==> config.mk <==
export PLATFORM = sky130hd
export DESIGN_NAME = serial_as_ctrl
export DESIGN_NICKNAME = d
export VERILOG_FILES = /design/src/rtl/serial_as_ctrl.sv
export SDC_FILE = /design/constraint.sdc
export NUM_CORES = 1
export LEC_CHECK = 0
export ABC_AREA = 1
export CELL_PAD_IN_SITES_DETAIL_PLACEMENT = 0
export CELL_PAD_IN_SITES_GLOBAL_PLACEMENT = 1
export CORE_UTILIZATION = 38
export DETAILED_ROUTE_END_ITERATION = 8
export DONT_BUFFER_PORTS = 1
export MAX_ROUTING_LAYER = met4
export PLACE_DENSITY = 0.65
export SETUP_SLACK_MARGIN = 0.02
export SYNTH_ARGS = -nofsm -noshare
export SYNTH_HDL_FRONTEND = slang
export SYNTH_HIERARCHICAL = 1
export SYNTH_SLANG_ARGS = --single-unit
export TNS_END_PERCENT = 5
==> constraint.sdc <==
create_clock -name clk -period 2.1 [get_ports clk]
set_clock_uncertainty 0.1 [all_clocks]
set_input_delay 0.21 -clock clk [delete_from_list [all_inputs] [get_ports clk]]
set_output_delay 0.21 -clock clk [all_outputs]
set_load 0.01 [all_outputs]
==> src/rtl/serial_as_ctrl.sv <==
// Bit-serial add/subtract controller: walks one full adder/subtractor cell
// across WIDTH operand bits LSB-first, then reports result, carry/borrow and overflow.

module full_a_s (
  input  logic in1,
  input  logic in2,
  input  logic mode,
  input  logic carryin,
  output logic sum_diff,
  output logic carry_borr
);
  logic w_m;

  // Inverting in1 for subtract turns the majority carry into a borrow.
  assign w_m        = mode ^ in1;
  assign sum_diff   = in1 ^ in2 ^ carryin;
  assign carry_borr = (w_m & in2) | (w_m & carryin) | (in2 & carryin);
endmodule

module serial_as_ctrl #(
  parameter int WIDTH = 8
) (
  input  logic             clk,
  input  logic             rst_n,
  input  logic             start,
  input  logic             mode,
  input  logic [WIDTH-1:0] a,
  input  logic [WIDTH-1:0] b,
  output logic             busy,
  output logic             done,
  output logic [WIDTH-1:0] result,
  output logic             carry_borr_out,
  output logic             ovf
);
  localparam int CNT_W = (WIDTH <= 2) ? 1 : $clog2(WIDTH);

  typedef enum logic [1:0] {IDLE, RUN, DONE} state_t;

  state_t             r_state;
  state_t             w_next;
  logic [WIDTH-1:0]   r_a_sh;
  logic [WIDTH-1:0]   r_b_sh;
  logic [WIDTH-1:0]   r_result;
  logic               r_mode;
  logic               r_carry;
  logic               r_cbo;
  logic               r_ovf;
  logic [CNT_W-1:0]   r_cnt;
  logic               w_sum;
  logic               w_cb;
  logic               w_accept;
  logic               w_run;
  logic               w_last;

  function automatic logic ovf_calc(input logic m, input logic sa,
                                    input logic sb, input logic sr);
    if (m)
      return (sa != sb) && (sr != sa);
    else
      return (sa == sb) && (sr != sa);
  endfunction

  assign w_accept = (r_state == IDLE) && start;
  assign w_run    = (r_state == RUN);
  assign w_last   = w_run && (r_cnt == CNT_W'(WIDTH - 1));

  full_a_s u_cell (
    .in1        (r_a_sh[0]),
    .in2        (r_b_sh[0]),
    .mode       (r_mode),
    .carryin    (r_carry),
    .sum_diff   (w_sum),
    .carry_borr (w_cb)
  );

  always_ff @(posedge clk or negedge rst_n) begin
    if (!rst_n)
      r_state <= IDLE;
    else
      r_state <= w_next;
  end

  always_comb begin
    w_next = r_state;
    case (r_state)
      IDLE:    if (start)  w_next = RUN;
      RUN:     if (w_last) w_next = DONE;
      DONE:    w_next = IDLE;
      default: w_next = IDLE;
    endcase
  end

  // Operand shift registers carry pure data, so they take no reset.
  always_ff @(posedge clk) begin
    if (w_accept) begin
      r_a_sh <= a;
      r_b_sh <= b;
      r_mode <= mode;
    end else if (w_run) begin
      r_a_sh <= {1'b0, r_a_sh[WIDTH-1:1]};
      r_b_sh <= {1'b0, r_b_sh[WIDTH-1:1]};
    end
  end

  always_ff @(posedge clk or negedge rst_n) begin
    if (!rst_n) begin
      r_result <= '0;
      r_carry  <= 1'b0;
      r_cbo    <= 1'b0;
      r_ovf    <= 1'b0;
      r_cnt    <= '0;
    end else if (w_accept) begin
      r_carry <= 1'b0;
      r_cnt   <= '0;
    end else if (w_run) begin
      r_result <= {w_sum, r_result[WIDTH-1:1]};
      r_carry  <= w_cb;
      r_cnt    <= r_cnt + CNT_W'(1);
      // On the last bit the cell is looking at the operand MSBs.
      if (w_last) begin
        r_cbo <= w_cb;
        r_ovf <= ovf_calc(r_mode, r_a_sh[0], r_b_sh[0], w_sum);
      end
    end
  end

  assign busy           = (r_state == RUN);
  assign done           = (r_state == DONE);
  assign result         = r_result;
  assign carry_borr_out = r_cbo;
  assign ovf            = r_ovf;
endmodule

Yosys cells after proc, flatten, opt, wreduce, memory -nomap -nowiden
Cells that the tools add are included.
- output and inout bits: 12
- bits in registers: 33
- word-level logic and storage cells: 48
- input bits: 20
- bitwise logic cells: 9
- eq/ne operators: 8
- multiplexer cells: 12
- reductions and logical operators: 9
- $add $sub $neg: 1
- operators by type and width (operator ; number):
    $mux W8 ; 4
    $mux W3 ; 2
    $logic_and A1 B1 Y1 ; 4
    $mux W2 ; 2
    $pmux W2 S2 ; 1
    $reduce_and A2 Y1 ; 2
    $add A3 B1 Y3 const B ; 1
    $and A1 B1 Y1 ; 3
    $eq A3 B3 Y1 const B ; 1
    $mux W1 ; 3
    $reduce_and A3 Y1 ; 1
    $xor A1 B1 Y1 ; 3
    $eq A2 B1 Y1 const B ; 1
    $eq A2 B2 Y1 const B ; 1
    $logic_not A2 Y1 ; 1
    $ne A1 B1 Y1 ; 2
    $ne A2 B1 Y1 const B ; 1
    $ne A2 B2 Y1 const B ; 1
    $or A1 B1 Y1 ; 2
    $reduce_bool A2 Y1 ; 1
    $eq A1 B1 Y1 ; 1
    $not A1 Y1 ; 1

Depth between registers and ports, before layout
Gate-level depths: netlist (run 1).
- depth after elaboration: 6
- gate-level depth with buffers: 10
- mapped depth without buffers: 10

By module
The synthesis (run 1) kept the hierarchy.
- modules (own cells, without submodules) (module ; cells each ; sequential area each (µm²) ; area an instance (µm²) ; instances):
    serial_as_ctrl ; 147 ; 910.9 ; 1514.0 ; 1
    full_a_s ; 13 ; 0.0 ; 53.8 ; 1

Worst setup path before layout (run 1)
Ideal clock, no wire load.
- kind: register -> register
- from: reg r_state[0]
- to: reg r_a_sh[0] (enable)
- setup time: 0.373 ns
- data required time: 1.627 ns
- stages on the path, launching flop included: 4
- buffers on the path: 0
- slack: 0.608 ns
- data arrival time: 1.018 ns
- clock period less this slack: 1.492 ns
- path through: dfrtp_1 nor2_2 nand2_4 nand2_1
- longest elaborated chain between the ends: 3
- elaborated cells between the ends (all ways): 4
- those cells by class: eq/ne (1); reduce/logical (3)
- ends and longest elaborated chain (what ; line ; source):
    from (decl) ; 39 ; state_t r_state;
    from (signal assigned) ; 80 ; r_state <= w_next;
    $logic_not A2 Y1 ; 63 ; assign w_accept = (r_state == IDLE) && start;
    $logic_and A1 B1 Y1 ; 63 ;
    $reduce_bool A2 Y1 (no line) * ; - ;
    to (signal assigned) ; 100 ; r_a_sh <= {1'b0, r_a_sh[WIDTH-1:1]};
    to (decl) ; 41 ; logic [WIDTH-1:0] r_a_sh;
Every way passes the cells marked *; elsewhere a longest branch is shown, timed or not.
A chain may end at the register's enable or synchronous reset.

Worst setup path in the final report (run 1)
- from: reg r_state[0]
- to: reg r_a_sh[4] (enable)
Same word-level chain as after synthesis.

==> results_dict.tcl, run 1 <==
set metrics [dict create \
    synth.avg_cell_area_um2 9.798 \
    required_ns 1.96 \
    post_cts_buffers 0 \
    synth_area_um2 1568 \
    grt_max_degree 23 \
    fin_crit_sh_pct 72.60 \
    wl_um 2651 \
    slew_headroom_pct 52.76 \
    fmax_mhz 655.9 \
    initial_core_util_pct 41.27 \
    p_leak_uw 0.0008977 \
    num_antenna_cells 0 \
    drtPass1Iterations 4 \
    drtIter0Drc 29 \
    hold_viol 0 \
    worstSetupEndpointType "flop" \
    drtAntennaViolNets 0 \
    reg2reg_from "r_state[0]$_DFFE_PN0P_" \
    fp.dieH_um 66.23 \
    die_width_um 66.23 \
    grt_pass1_vias 1140 \
    vias_per_cell 4.735 \
    worstRegToRegCells 4 \
    drv_slew 0 \
    min_to "r_a_sh[2]$_DFFE_PP_" \
    synth_top_flop_cell "edfxtp_1" \
    rsz0062_at_grt "false" \
    dp_hpwl_um 1799 \
    design_area_um2 1777 \
    grt_overflow 0 \
    grt_pass1_wl_um 4733 \
    gp_congestion 0.6924 \
    wl_per_cell_um 11.89 \
    antenna_found_initial 0 \
    finalSetupViolations 0 \
    cts_tree "yes" \
    crit_arrival_ns 1.39 \
    syn_inst 160 \
    p_per_area_nw_per_um2 1464 \
    io_buffers 0 \
    hp-class "in2reg" \
    die_area_um2 4386 \
    start_kind "flop" \
    cts_root_buf "clkbuf_8" \
    rows 22 \
    clkLatencyLatePin_ns 0.27 \
    track_usage_pct 14.99 \
    drive_gt1_share_pct 17.14 \
    design.core.area_um2 3799 \
    fin_tns_setup_ns 0 \
    min_from "a[2]" \
    htreeDepth 2 \
    dpl-instance-area_um2 1587 \
    status "complete, no violations" \
    final_cells 223 \
    timing.rr.end "r_a_sh[4]$_DFFE_PP_" \
    worst_pin_slew_ns 0.7063 \
    reg2reg_slack_ns 0.58 \
    numCtsBuffers 5 \
    syn_to_final_growth_pct 13.33 \
    hold_slack_ns 0.01653 \
    cts_resized 0 \
    yosys_warnings 6 \
    ys_seq_area_share_pct 58.10 \
    place_inst 204 \
    worstSetupPathType "reg2reg" \
    synth-seq-cells 33 \
    worstSetupStartpoint "r_state[0]$_DFFE_PN0P_" \
    yosysUniqueCellTypes 19 \
    synthArstFlopShare_pct 48.48 \
    route.detailed.drc 0 \
    p_total_uw 2601 \
    cts_sinks 33 \
    period_needed_ns 1.525 \
    holdPathStages 2 \
    synthesis.nets 182 \
    maxCapViolCount 0 \
    io-pin-count 32 \
    clock_path_buffers 2 \
    final_nets 196 \
    synth_edf_count 17 \
    path_max_fanout 22 \
    dr_total_vias 1056 \
    vdd_drop_max_uv 508.4 \
    clk_pin_slew_worst_paths_ns 0.06 \
]
[cells by family (layout without fill, tap and decap cells)]
kind of cell | Yosys count | in the layout | synth area share (%)
flip-flops | 33 | 33 | 58.10
AO/OA/AOI/OAI | 10 | 10 | 3.192
buffers and inverters | 22 | 37 | 7.502
AND/OR/NAND/NOR | 93 | 93 | 29.61
adder cells (fa/ha/maj) | 2 | 2 | 1.596
[per-stage QoR]
stage / util (%) / setup WS [ns]
floorplan: - / 0.6084
global placement: 41.77 / 0.5912
detailed placement: 41.77 / 0.5727
CTS: 46.77 / 0.5587
global route: 46.77 / 0.4794
finish: 46.77 / 0.5754
[critical path: stages (launching register included)]
cell	delay (ns)
dfrtp_1	0.42
nor2_2	0.16
nand2_4	0.18
nand2_1	0.10
buf_4	0.25
[cells in the mapped netlist (5+ instances only)]
master    number  area share [%]
o21ai_0        7             2.2
nand2_4       10             7.2
inv_1         15             3.6
nor2_1         5             1.2
dfrtp_1       16              26
nand2_2       10             4.0
nand2_1       58              14
edfxtp_1      17              33
nand3_1        8             2.6
[final cells by class]
type | instances | area, µm²
repair buffers | 12 | 117.6
flip-flops and latches | 33 | 910.9
clock buffers | 8 | 80.08
inverters | 17 | 68.82
multi-input cells | 105 | 539.3
well taps | 48 | 60.06
fillers | 393 | 2022
[metal layers]
metal / GRT usage, % / wire (µm)
met4: 6.383 / 45
met1: 16.16 / 1126
met3: 4.310 / 142
met2: 25.64 / 1336
met5: - / 0
[registers in the layout (all words and copies together), names as in the netlist]
signal and count:
carry_borr_out 1, ovf 1, r_a_sh 8, r_b_sh 8, r_carry 1, r_cnt 3, r_mode 1, r_state 2
result 8
[how the worst max path moves through the flow]
stage / endpoint / cells after the start / slack, ns
after floorplan: r_a_sh[0]$_DFFE_PP_ / 3 / 0.61
after CTS: r_b_sh[6]$_DFFE_PP_ / 4 / 0.56
after detailed placement: r_b_sh[6]$_DFFE_PP_ / 4 / 0.57
after global placement: r_a_sh[4]$_DFFE_PP_ / 4 / 0.59
after global routing: r_a_sh[3]$_DFFE_PP_ / 4 / 0.48
final: r_a_sh[4]$_DFFE_PP_ / 4 / 0.58
[cells in the final DEF (no fill, tap or decap)]
master and n:
inv_6 1, nand3_1 8, nor2_1 5, nand2_4 10
o21ai_0 7, o21ai_1 1, inv_1 15, ha_1 2
nand2_2 10, a21oi_1 2, nand2_1 58, dlygate4sd3_1 11
edfxtp_1 17, inv_2 1, buf_4 1, nor2_2 2
clkbuf_8 5, dfrtp_1 16, clkbuf_1 3
[repair_timing]
item                                    in CTS  in global routing
endpoints found under the hold margin       26                  0
endpoints found under the setup margin       0                  0
hold buffers                                11                  0
[report_power, final]
part | total, µW | switching, µW | leakage, µW | internal, µW
clock | 441 | 205 | 0.0000395 | 235
sequential | 1290 | 208 | 0.000376 | 1080
combinational | 873 | 571 | 0.000482 | 302
Note: power is estimated with default switching activity, not from simulation.
==> inputs of run 2 (changes only) <==
--- a/config.mk
+++ b/config.mk
@@ -12,7 +12,7 @@
 export DETAILED_ROUTE_END_ITERATION = 8
 export DONT_BUFFER_PORTS = 1
 export MAX_ROUTING_LAYER = met4
-export PLACE_DENSITY = 0.65
+export PLACE_DENSITY = 0.67
 export SETUP_SLACK_MARGIN = 0.02
 export SYNTH_ARGS = -nofsm -noshare
 export SYNTH_HDL_FRONTEND = slang
==> constraint.sdc (replaced) <==
create_clock -name clk -period 1.4 [get_ports clk]
set_clock_uncertainty 0.1 [all_clocks]
set_input_delay 0.14 -clock clk [delete_from_list [all_inputs] [get_ports clk]]
set_output_delay 0.14 -clock clk [all_outputs]
set_load 0.01 [all_outputs]
==> run 2 against run 1 <==
Net effect:
- worst hold slack gained 0.25 ns
- count of clock-buffer cells in the layout shrank 1
- total power grew 59%
- sequential cell count is the same
- sequential share of layout area shrank 3.9 points
- worst setup slack lost 0.49 ns
- die area is the same
- sequential power grew 49%
- maximum frequency grew 16%
- core utilization grew 3.8 points
- critical path depth is the same
- critical path type unchanged
- largest power group unchanged
==> results_dict.tcl, run 2 (synthesis results as in run 1) <==
set metrics [dict create \
    status "complete, no violations" \
    slew_headroom_pct 50.32 \
    io-pin-count 32 \
    wl_per_cell_um 11.25 \
    design.core.area_um2 3799 \
    drtAntennaViolNets 0 \
    period_needed_ns 1.313 \
    fin_util_pct 50.59 \
    fmax_mhz 761.9 \
    max_stage_delay_ns 0.38 \
    path_cells "nor2_2, nand2_4, nand2_2, buf_12" \
    cts_root_buf "clkbuf_8" \
    vdd_drop_max_uv 952.9 \
    reg2reg_slack_ns 0.09 \
    timing.rr.end "r_a_sh[6]$_DFFE_PP_" \
    multi_input_area_um2 546.8 \
    cts_tree "yes" \
    drtIter0Drc 49 \
    fin_tns_setup_ns 0 \
    p_total_uw 4134 \
    finalSetupViolations 0 \
    layout_commonest_cell "nand2_1" \
    final_nets 209 \
    drtPass1Iterations 4 \
    slowest_stage "dfrtp_1" \
    hold_slack_ns 0.2650 \
    required_ns 1.28 \
    grt_max_degree 17 \
    io_buffers 0 \
    initial_core_util_pct 41.27 \
    p_leak_uw 0.0009662 \
    cts_sinks 33 \
    hold_viol 0 \
    start_kind "flop" \
    grt_overflow 0 \
    worstSetupPathType "reg2reg" \
    vias_per_cell 4.492 \
    dr_total_vias 1060 \
    final_cell_mix "nand2_1 (57), dlygate4sd3_1 (19), edfxtp_1 (17), dfrtp_1 (16), inv_1 (15)" \
    drive_gt1_share_pct 19.68 \
    setup_ws_ns 0.08747 \
    rows 22 \
    clk_pin_slew_worst_paths_ns 0.07 \
    path_max_fanout 16 \
    route.detailed.drc 0 \
    maxCapViolCount 0 \
    gp_congestion 0.7159 \
    hp-class "in2async" \
    fin_crit_sh_pct 93.75 \
    place_ws_ns 0.05826 \
    p_per_area_nw_per_um2 2151 \
    worstSetupEndpointType "flop" \
    clock_path_buffers 2 \
    htreeDepth 2 \
    antenna_found_initial 0 \
    die_area_um2 4386 \
    wl_um 2654 \
    worstRegToRegCells 4 \
    rsz0062_at_grt "true" \
    worst_pin_slew_ns 0.7427 \
    fillCellCount 367 \
    reg2reg_from "r_state[0]$_DFFE_PN0P_" \
    track_usage_pct 14.54 \
    grt_pass1_wl_um 4540 \
    crit_arrival_ns 1.19 \
    drv_slew 0 \
    grt_pass1_vias 1097 \
    regArea_um2 910.9 \
    dp_hpwl_um 1798 \
    numCtsBuffers 5 \
    worstSetupStartpoint "r_state[0]$_DFFE_PN0P_" \
    syn_to_final_growth_pct 22.59 \
    clkLatencyLatePin_ns 0.28 \
    num_antenna_cells 0 \
    die_width_um 66.23 \
    fp.dieH_um 66.23 \
]
run 2: final cells by class:
class	instances	share of cell area, %
Sequential cell	33	47.40
Multi-Input combinational cell	105	28.45
Timing Repair Buffer	25	13.09
Clock buffer	7	3.971
Inverter	17	3.711
Tap cell	48	3.125
Clock inverter	1	0.2604
run 2: worst max-delay path, delay by kind of cell (launching register included):
family | cells | cell delay, ns
flip-flops | 1 | 0.38
AND/OR/NAND/NOR | 3 | 0.38
buffers and inverters | 1 | 0.15
run 2: worst max-delay path by stage:
stage                     endpoint  slack (ns)
6_report       r_a_sh[6]$_DFFE_PP_        0.09
3_3_place_gp   r_b_sh[5]$_DFFE_PP_        0.07
3_5_place_dp   r_b_sh[4]$_DFFE_PP_        0.06
4_1_cts                       busy        0.04
5_1_grt        r_a_sh[5]$_DFFE_PP_       0.009
2_1_floorplan  r_a_sh[0]$_DFFE_PP_        0.09
run 2: metal layers:
layer  global-route usage, %  vias up  wire (µm)
li1                        -      556          -
met1                   15.42      477       1154
met2                   25.00       25       1355
met3                   5.862        2        137
met4                   3.989        0          6
met5                       -        -          0
run 2: repair_timing:
item                                    4_1_cts  5_1_grt
gates cloned                                  0        0
resized for setup                             1        2
hold buffers                                 19        0
endpoints found under the setup margin        1       25
endpoints found under the hold margin        34        0
setup buffers                                 0        1
run 2: where the power goes:
part	switching, µW	internal, µW
Clock	320	348
Combinational	925	619
Sequential	304	1620
Total	1550	2590
run 2: per-stage QoR:
step	cell area, µm²	cells
floorplan	1570	160
global placement	1632	208
detailed placement	1632	208
CTS	1906	235
global route	1922	236
finish	1922	236
==> inputs of run 3 (changes only) <==
--- a/config.mk
+++ b/config.mk
@@ -13,6 +13,7 @@
 export DONT_BUFFER_PORTS = 1
 export MAX_ROUTING_LAYER = met4
 export PLACE_DENSITY = 0.67
+export REMOVE_ABC_BUFFERS = 1
 export SETUP_SLACK_MARGIN = 0.02
 export SYNTH_ARGS = -nofsm -noshare
 export SYNTH_HDL_FRONTEND = slang
==> run 3 against run 2 <==
Net effect:
- critical path depth shrank 2
- register-to-register slack is essentially flat
- clock power grew 31%
- final cell count grew 0.85%
- combinational power is essentially flat
- highest routed layer unchanged
==> results_dict.tcl, run 3 (synthesis results as in run 1) <==
set metrics [dict create \
    drtIter0Drc 37 \
    place_inst 207 \
    track_usage_pct 15.20 \
    start_kind "flop" \
    timing.rr.end "r_a_sh[7]$_SDFFCE_PN0P_" \
    htreeDepth 2 \
    io-pin-count 32 \
    die_area_um2 4386 \
    cts_root_buf "clkbuf_8" \
    drive_gt1_share_pct 22.63 \
    fp.dieH_um 66.23 \
    drtAntennaViolNets 0 \
    cts_tree "yes" \
    path_max_fanout 4 \
    vdd_drop_max_uv 997.8 \
    status "complete, no violations" \
    grt_overflow 0 \
    layout_commonest_cell "nand2_1" \
    final_nets 211 \
    dp_hpwl_um 1820 \
    slew_headroom_pct 52.91 \
    hp-class "in2async" \
    required_ns 1.16 \
    initial_core_util_pct 41.27 \
    period_needed_ns 1.345 \
    clk_pin_slew_worst_paths_ns 0.07 \
    route.detailed.drc 0 \
    fin_tns_setup_ns 0 \
    reg2reg_slack_ns 0.08 \
    p_per_area_nw_per_um2 2218 \
    dr_total_vias 1080 \
    worstSetupPathType "reg2out" \
    maxCapViolCount 0 \
    rsz0062_at_grt "true" \
    clkLatencyLatePin_ns 0.28 \
    clock_path_buffers 2 \
    drv_slew 0 \
    design.core.area_um2 3799 \
    final_cell_mix "nand2_1 (57), dlygate4sd3_1 (19), edfxtp_1 (17), dfrtp_1 (15), inv_1 (14)" \
    num_antenna_cells 0 \
    syn_to_final_growth_pct 25.70 \
    gp_congestion 0.6917 \
    io_buffers 0 \
    antenna_found_initial 0 \
    worst_pin_slew_ns 0.7040 \
    hold_slack_ns 0.2450 \
    worstRegToRegCells 4 \
    grt_max_degree 17 \
    wl_um 2752 \
    fmax_mhz 743.5 \
    worstSetupStartpoint "r_state[0]$_DFFE_PN0P_" \
    vias_per_cell 4.538 \
    grt_pass1_wl_um 4747 \
    die_width_um 66.23 \
    crit_arrival_ns 1.10 \
    p_leak_uw 0.0009833 \
    worstSetupEndpointType "primary output" \
    reg2reg_from "r_state[0]$_DFFE_PN0P_" \
    final_cells 238 \
    grt_pass1_vias 1090 \
    numCtsBuffers 5 \
    drtPass1Iterations 4 \
    wl_per_cell_um 11.56 \
    hold_viol 0 \
    finalSetupViolations 0 \
    fin_crit_sh_pct 96.07 \
    cts_sinks 33 \
    rows 22 \
]
## run 3: timing repair
action                                  4_1_cts  5_1_grt
setup buffers                                 0        3
pin swaps                                     0        2
cloned                                        0        1
hold buffers                                 19        0
endpoints found under the hold margin        37        0
endpoints found under the setup margin       11       34
resized for setup                             1       10
## run 3: routing by layer
metal  wire length, µm  track usage [%]  part of all wire, %  up-vias
met5                 0                -                    0        -
met4                45            4.787                  1.6        0
met3               110            5.172                  4.0        5
met2              1369            24.36                   50       24
met1              1226            18.00                   45      497
li1                  -                -                    -      554
## run 3: layout make-up
type | count | area [µm²]
fill | 350 | 1828
multi-input combinational | 105 | 556.8
clock buffer | 5 | 68.82
clock inverter | 3 | 41.29
tap | 48 | 60.06
sequential | 33 | 912.1
inverter | 17 | 73.82
timing repair buffer | 27 | 257.7
## run 3: worst max-delay path by stage
stage / to / slack [ns] / cells past startpoint
2_1_floorplan: r_a_sh[0]$_DFFE_PP_ / -0.19 / 3
3_5_place_dp: r_b_sh[6]$_DFFE_PP_ / 0.009 / 4
5_1_grt: ovf$_DFFE_PN0P_ / 0.01 / 8
6_report: done / 0.06 / 2
4_1_cts: r_b_sh[2]$_DFFE_PP_ / 0.02 / 4
3_3_place_gp: r_b_sh[7]$_SDFFCE_PN0P_ / 0.05 / 4
## run 3: critical path: stages (launching register included)
cell and delay, ns:
dfrtp_2 0.46, buf_4 0.15, nor2_1 0.22
## run 3: metrics by stage
stage	power, µW	utilization, %	setup slack [ns]	area [µm²]
4_1_cts	4254	50.36	0.02138	1913
3_5_place_dp	3301	42.36	0.008578	1609
5_1_grt	4743	51.88	0.01305	1971
2_1_floorplan	2922	-	-0.1875	1519
3_3_place_gp	3233	42.36	0.05025	1609
6_report	4372	51.88	0.05503	1971
## run 3: power by group
| part | switching, µW | leakage [µW] | total, µW | internal (µW) |
|---|---|---|---|---|
| Sequential | 332 | 0.000375 | 1950 | 1620 |
| Clock | 349 | 0.0000518 | 872 | 524 |
| Combinational | 918 | 0.000556 | 1550 | 630 |
| Total | 1600 | 0.000983 | 4370 | 2770 |
